`src/rtl/matrix_result_writer.sv`:
```
// ---------------------------------------------------------------------------
// matrix_result_writer
//
// Consumer end of the matrix-multiply datapath. Products arrive in the order
// the operand address generator walks them: DIM products per C element,
// DIM elements per row of C (col fastest), DIM rows, DIM^3 products in all.
// Each group of DIM products is summed and written to C[DIM*row+col] as a
// single-cycle write strobe.
//
// Handshake: in_valid is a one-cycle strobe with no back-pressure; a product
// is accepted on a rising edge where in_valid=1, the FSM is in RUN and
// start=0. we is a one-cycle strobe; waddr/wdata are valid while we=1 and
// hold their last written values otherwise.
//
// Ports:
//   clk       in   1     clock, rising edge
//   rst       in   1     synchronous active-high reset
//   start     in   1     one-cycle pulse: clear counters/acc/err, enter RUN
//   in_valid  in   1     product strobe
//   prod      in   PW    unsigned product
//   we        out  1     result write enable (one cycle per C element)
//   waddr     out  AW    result address DIM*row+col
//   wdata     out  ACCW  accumulated dot product
//   busy      out  1     high in RUN
//   done      out  1     high in DONE until next start or rst
//   err       out  1     sticky: in_valid seen outside RUN
//   fsm_state out  2     current FSM state (0 IDLE, 1 RUN, 2 DONE)
// ---------------------------------------------------------------------------
module matrix_result_writer #(
    parameter int DIM  = 3,
    parameter int PW   = 16,
    parameter int AW   = $clog2(DIM * DIM),
    parameter int ACCW = PW + $clog2(DIM)
) (
    input  logic            clk,
    input  logic            rst,
    input  logic            start,
    input  logic            in_valid,
    input  logic [PW-1:0]   prod,
    output logic            we,
    output logic [AW-1:0]   waddr,
    output logic [ACCW-1:0] wdata,
    output logic            busy,
    output logic            done,
    output logic            err,
    output logic [1:0]      fsm_state
);

    // Counter width: DIM >= 2 so this is at least one bit.
    localparam int CW = $clog2(DIM);
    localparam logic [CW-1:0] LAST = CW'(DIM - 1);

    typedef enum logic [1:0] {
        IDLE = 2'd0,
        RUN  = 2'd1,
        DONE = 2'd2
    } state_t;

    state_t          state,      state_next;
    logic [CW-1:0]   k,          k_next;
    logic [CW-1:0]   col,        col_next;
    logic [CW-1:0]   row,        row_next;
    logic [ACCW-1:0] acc,        acc_next;
    logic            we_next;
    logic [AW-1:0]   waddr_next;
    logic [ACCW-1:0] wdata_next;
    logic            err_next;

    logic [ACCW-1:0] sum;
    logic [AW-1:0]   addr_calc;

    // Product is zero-extended; ACCW is sized so DIM*(2^PW-1) fits.
    assign sum       = acc + ACCW'(prod);
    assign addr_calc = AW'(DIM) * AW'(row) + AW'(col);

    // ------------------------------------------------------------------
    // Next-state and datapath logic
    // ------------------------------------------------------------------
    always_comb begin
        state_next = state;
        k_next     = k;
        col_next   = col;
        row_next   = row;
        acc_next   = acc;
        we_next    = 1'b0;
        waddr_next = waddr;
        wdata_next = wdata;
        err_next   = err;

        if (start) begin
            // start wins over a coincident in_valid: product dropped, no err.
            state_next = RUN;
            k_next     = '0;
            col_next   = '0;
            row_next   = '0;
            acc_next   = '0;
            err_next   = 1'b0;
        end else if (in_valid) begin
            if (state != RUN) begin
                err_next = 1'b1;
            end else if (k != LAST) begin
                acc_next = sum;
                k_next   = k + CW'(1);
            end else begin
                // Group complete: emit the element and restart accumulation
                // so a product in the very next cycle begins a fresh group.
                we_next    = 1'b1;
                waddr_next = addr_calc;
                wdata_next = sum;
                acc_next   = '0;
                k_next     = '0;
                if (col != LAST) begin
                    col_next = col + CW'(1);
                end else begin
                    col_next = '0;
                    if (row != LAST) begin
                        row_next = row + CW'(1);
                    end else begin
                        row_next   = '0;
                        state_next = DONE;
                    end
                end
            end
        end
    end

    // ------------------------------------------------------------------
    // State and datapath registers
    // ------------------------------------------------------------------
    always_ff @(posedge clk) begin
        if (rst) begin
            state <= IDLE;
            k     <= '0;
            col   <= '0;
            row   <= '0;
            acc   <= '0;
            we    <= 1'b0;
            waddr <= '0;
            wdata <= '0;
            err   <= 1'b0;
        end else begin
            state <= state_next;
            k     <= k_next;
            col   <= col_next;
            row   <= row_next;
            acc   <= acc_next;
            we    <= we_next;
            waddr <= waddr_next;
            wdata <= wdata_next;
            err   <= err_next;
        end
    end

    // Status decoded from the registered state, so done/busy change on the
    // same edge that raises the final we.
    assign busy      = (state == RUN);
    assign done      = (state == DONE);
    assign fsm_state = state;

endmodule

```
`config.mk`:
```
export PLATFORM = sky130hd
export DESIGN_NAME = matrix_result_writer
export DESIGN_NICKNAME = d
export VERILOG_FILES = /design/src/rtl/matrix_result_writer.sv
export SDC_FILE = /design/constraint.sdc
export NUM_CORES = 1
export LEC_CHECK = 0
export BUFFER_PORTS_ARGS = -buffer_cell sky130_fd_sc_hd__buf_2
export CAP_MARGIN = 20
export CORE_MARGIN = 8
export CORE_UTILIZATION = 55
export DETAILED_ROUTE_END_ITERATION = 6
export PLACE_DENSITY = 0.76
export SLEW_MARGIN = 40
export SYNTH_ARGS = -nofsm -noshare
export SYNTH_HDL_FRONTEND = slang
export SYNTH_SLANG_ARGS = --single-unit
```
`constraint.sdc`:
```
create_clock -name clk -period 3.95 [get_ports clk]
set_clock_uncertainty 0.15 [all_clocks]
set_input_delay 0.79 -clock clk [delete_from_list [all_inputs] [get_ports clk]]
set_output_delay 0.79 -clock clk [all_outputs]
set_load 0.05 [all_outputs]
```
==> results.toml <==
[cells_and_area]
drive_gt1_share_pct = 18.2
fin_nets = 411
fill_cells = 437
area_delta_synth_final_pct = 14.8
stdcell_area_um2 = 3130
insertedDiodeCount = 0

[setup_path]
worstReg2RegStart = "acc[0]"
crit_chain = "buf_2 -> ha_1 -> inv_1 -> fa_1 -> nand2b_1 -> a21oi_1 -> a21oi_1 -> o31ai_1 -> nor4b_1 -> a211o_1"
start_kind = "primary input"
crit_type = "primary input to flip-flop"
path_max_fanout = 3
cp_data_arrival_time_ns = 2.95
reg2reg_slack_ns = 1.26
cp-end-kind = "flip-flop"
slowest_delay_ns = 0.48
rr_endpoint = "wdata[12]"
critical-path-slowest-cell = "o31ai_1"
cp.required_ns = 3.99
reg2regPathDepth = 9
crit_top_cell = "a21oi_1"

[power_and_ir_drop]
leakage_nw = 1.35
p_per_area_nw_per_um2 = 311
clkPwrFrac_pct = 35.6
p_sw_share_pct = 25.5
intPower_mw = 0.727
switchingPower_mw = 0.248
irDropWorstVdd_mv = 0.179
combPwrFrac_pct = 11.7
seqPwrFrac_pct = 52.7

[timing]
relSlewSlack_pct = 49.1
tns_ns = 0
fin_crit_sh_pct = 73.5
fmax_mhz = 344
report.final.slew_viol_count = 0
worst_slew_pin_slew_ns = 0.760
setup_viol_count_final = 0
finalCriticalPeriod_ns = 2.90
rsz0062_at_grt = "false"
hold_viol = 0

[clock_network]
post_cts_buffers = 0
cts_tree = "done"
clock-sinks = 50
clkTransAtPathRegs_ns = 0.09
cts_hold_buf = 0
clk_latency_ns = 0.30
ctsResizeCount = 0
cts-root-buf = "clkbuf_8"
clk_path_buf_depth = 2
cts_buffers = 5
h-tree-depth = 2

[floorplanning]
die_h_um = 86.4
start_util_pct = 57.4
coreArea_um2 = 4750
ios = 48
row_count = 25
dieArea_um2 = 7470
die_w_um = 86.4

[yosys]
yosysSeqAreaShare_pct = 36.7
syn-num-nets = 366
ys_types = 47
synth-edff-count = 0
synth_cells = 322
syn_area_per_cell_um2 = 8.47
yosys_warnings = 0
synth_ff_type = "dfxtp_1"
ys_ff_latch = 50
syn_area_um2 = 2730
async_reset_ff_share_pct = 0

[placed_design]
dp_hpwl_um = 4940
portBuffers = 47
gp_congestion = 0.959
place_area_um2 = 3020

[global_route]
grt_pass1_wl_um = 10800
antenna_found_initial = 0
track_usage_pct = 17.6
overflow = 0
grt_max_degree = 30
grt_pass1_vias = 2291

[detailed_routing]
vias = 2416
vias_per_cell = 5.55
drt_drc_violations_left = 0
wire_per_inst_um = 14.7
drtAntennaViolNets = 0
dr.pass1.iters = 4
routed_wl_um = 6390
drt-initial-drc-count = 159

[status]
status = "complete, no violations"

[hold_path]
hold_path_class = "flip-flop to flip-flop"
min_path_cells = 2
holdCritStartpoint = "wdata[7]"
whs_endpoint = "wdata[7]"

[flow_run]
drv_cap = 0
## state kept, by name, indices dropped and copies added (netlist names)
signal	cells
row	2
wdata	18
fsm_state	2
k	2
col	2
we	1
waddr	4
acc	18
err	1
## through the flow
stage	util [%]	total power, mW	instances	worst slack (ns)	hold WS [ns]
4_1_cts	65.9	0.980	435	1.10	0.306
6_report	65.9	0.975	435	1.05	0.309
5_1_grt	65.9	1.01	435	0.823	0.322
3_3_place_gp	63.6	0.637	427	0.834	0.290
3_5_place_dp	63.6	0.639	427	0.785	0.293
2_1_floorplan	-	0.607	322	1.11	0.290
## power groups by stage
stage	logic, mW	registers [mW]	clock network, mW
CTS	0.114	0.514	0.352
global route	0.127	0.515	0.371
finish	0.114	0.514	0.347
floorplan	0.0779	0.529	0
detailed placement	0.113	0.525	0
global placement	0.112	0.525	0
## synth_stat cells, drive strengths merged (3+ instances only)
| cell type | n | share of area (%) |
|---|---|---|
| dfxtp | 50 | 37 |
| a21oi | 42 | 7.8 |
| nand2 | 41 | 5.6 |
| nor2 | 36 | 5.0 |
| ha | 21 | 9.6 |
| a22o | 12 | 3.9 |
| inv | 11 | 1.5 |
| o21ai | 11 | 2.0 |
| xor2 | 9 | 2.9 |
| a22oi | 8 | 2.2 |
| clkbuf | 7 | 0.96 |
| xnor2 | 7 | 2.2 |
| buf | 6 | 1.1 |
| nor3 | 5 | 0.92 |
| nor2b | 4 | 0.92 |
| a211oi | 3 | 0.83 |
| fa | 3 | 2.2 |
| nand2b | 3 | 0.69 |
| nand3 | 3 | 1.0 |
| nand3b | 3 | 0.83 |
| nor3b | 3 | 0.83 |
| or3 | 3 | 0.69 |
## worst max-delay path by stage
| stage | slack, ns | startpoint | end | cells past startpoint |
|---|---|---|---|---|
| 2_1_floorplan | 1.11 | prod[0] | wdata[12] | 9 |
| 3_3_place_gp | 0.83 | prod[0] | wdata[12] | 10 |
| 3_5_place_dp | 0.79 | prod[0] | wdata[12] | 10 |
| 4_1_cts | 1.10 | prod[0] | wdata[12] | 10 |
| 5_1_grt | 0.82 | prod[0] | wdata[12] | 10 |
| 6_report | 1.05 | prod[0] | wdata[12] | 10 |
## metal layers
layer | vias to the layer above | track usage [%] | wire (um) | share of wire (%)
met5 | - | 0 | 0 | 0
met3 | 4 | 3.59 | 335 | 5.2
met4 | 0 | 5.63 | 38 | 0.59
li1 | 1228 | - | - | -
met2 | 42 | 28.2 | 2990 | 47
met1 | 1142 | 22.8 | 3030 | 47
## cell type report
class                           count  area (um2)  area share [%]
Sequential cell                    50        1000            31.9
Multi-Input combinational cell    248        1630            52.1
Clock buffer                        8         110            3.51
Inverter                           11        41.3            1.32
Timing Repair Buffer               51         265            8.47
Tap cell                           67        83.8            2.68
## kinds of logic after synthesis
family	count (synthesis)	share of synthesized area (%)
compound gates	94	22.5
xor+xnor	16	5.14
fa+ha+maj	24	11.8
buf+inv	24	3.53
flops	50	36.7
mux	2	0.734
simple gates	112	19.6
## cells in the final DEF, fill, tap and decap left out, drive strengths merged, types with 2 or more instances in the layout
cell type / count
buf: 51
dfxtp: 50
a21oi: 42
nand2: 41
nor2: 36
ha: 21
a22o: 12
inv: 11
o21ai: 11
xor2: 9
a22oi: 8
clkbuf: 8
xnor2: 7
nor3: 5
nor2b: 4
nand2b: 3
or3: 3
nand3b: 3
a211oi: 3
nor3b: 3
fa: 3
nand3: 3
o21a: 2
nand4: 2
a21o: 2
o21bai: 2
o211ai: 2
mux2i: 2
nor4b: 2
a211o: 2
nand4b: 2
or2: 2
o31ai: 2
## critical path: cells and delay by family
family / cells / cell delay (ns)
AO/OA/AOI/OAI: 4 / 1.20
adder cells (fa/ha/maj): 2 / 0.55
AND/OR/NAND/NOR: 2 / 0.28
buffers and inverters: 2 / 0.13
(Power assumes the default switching activity.)
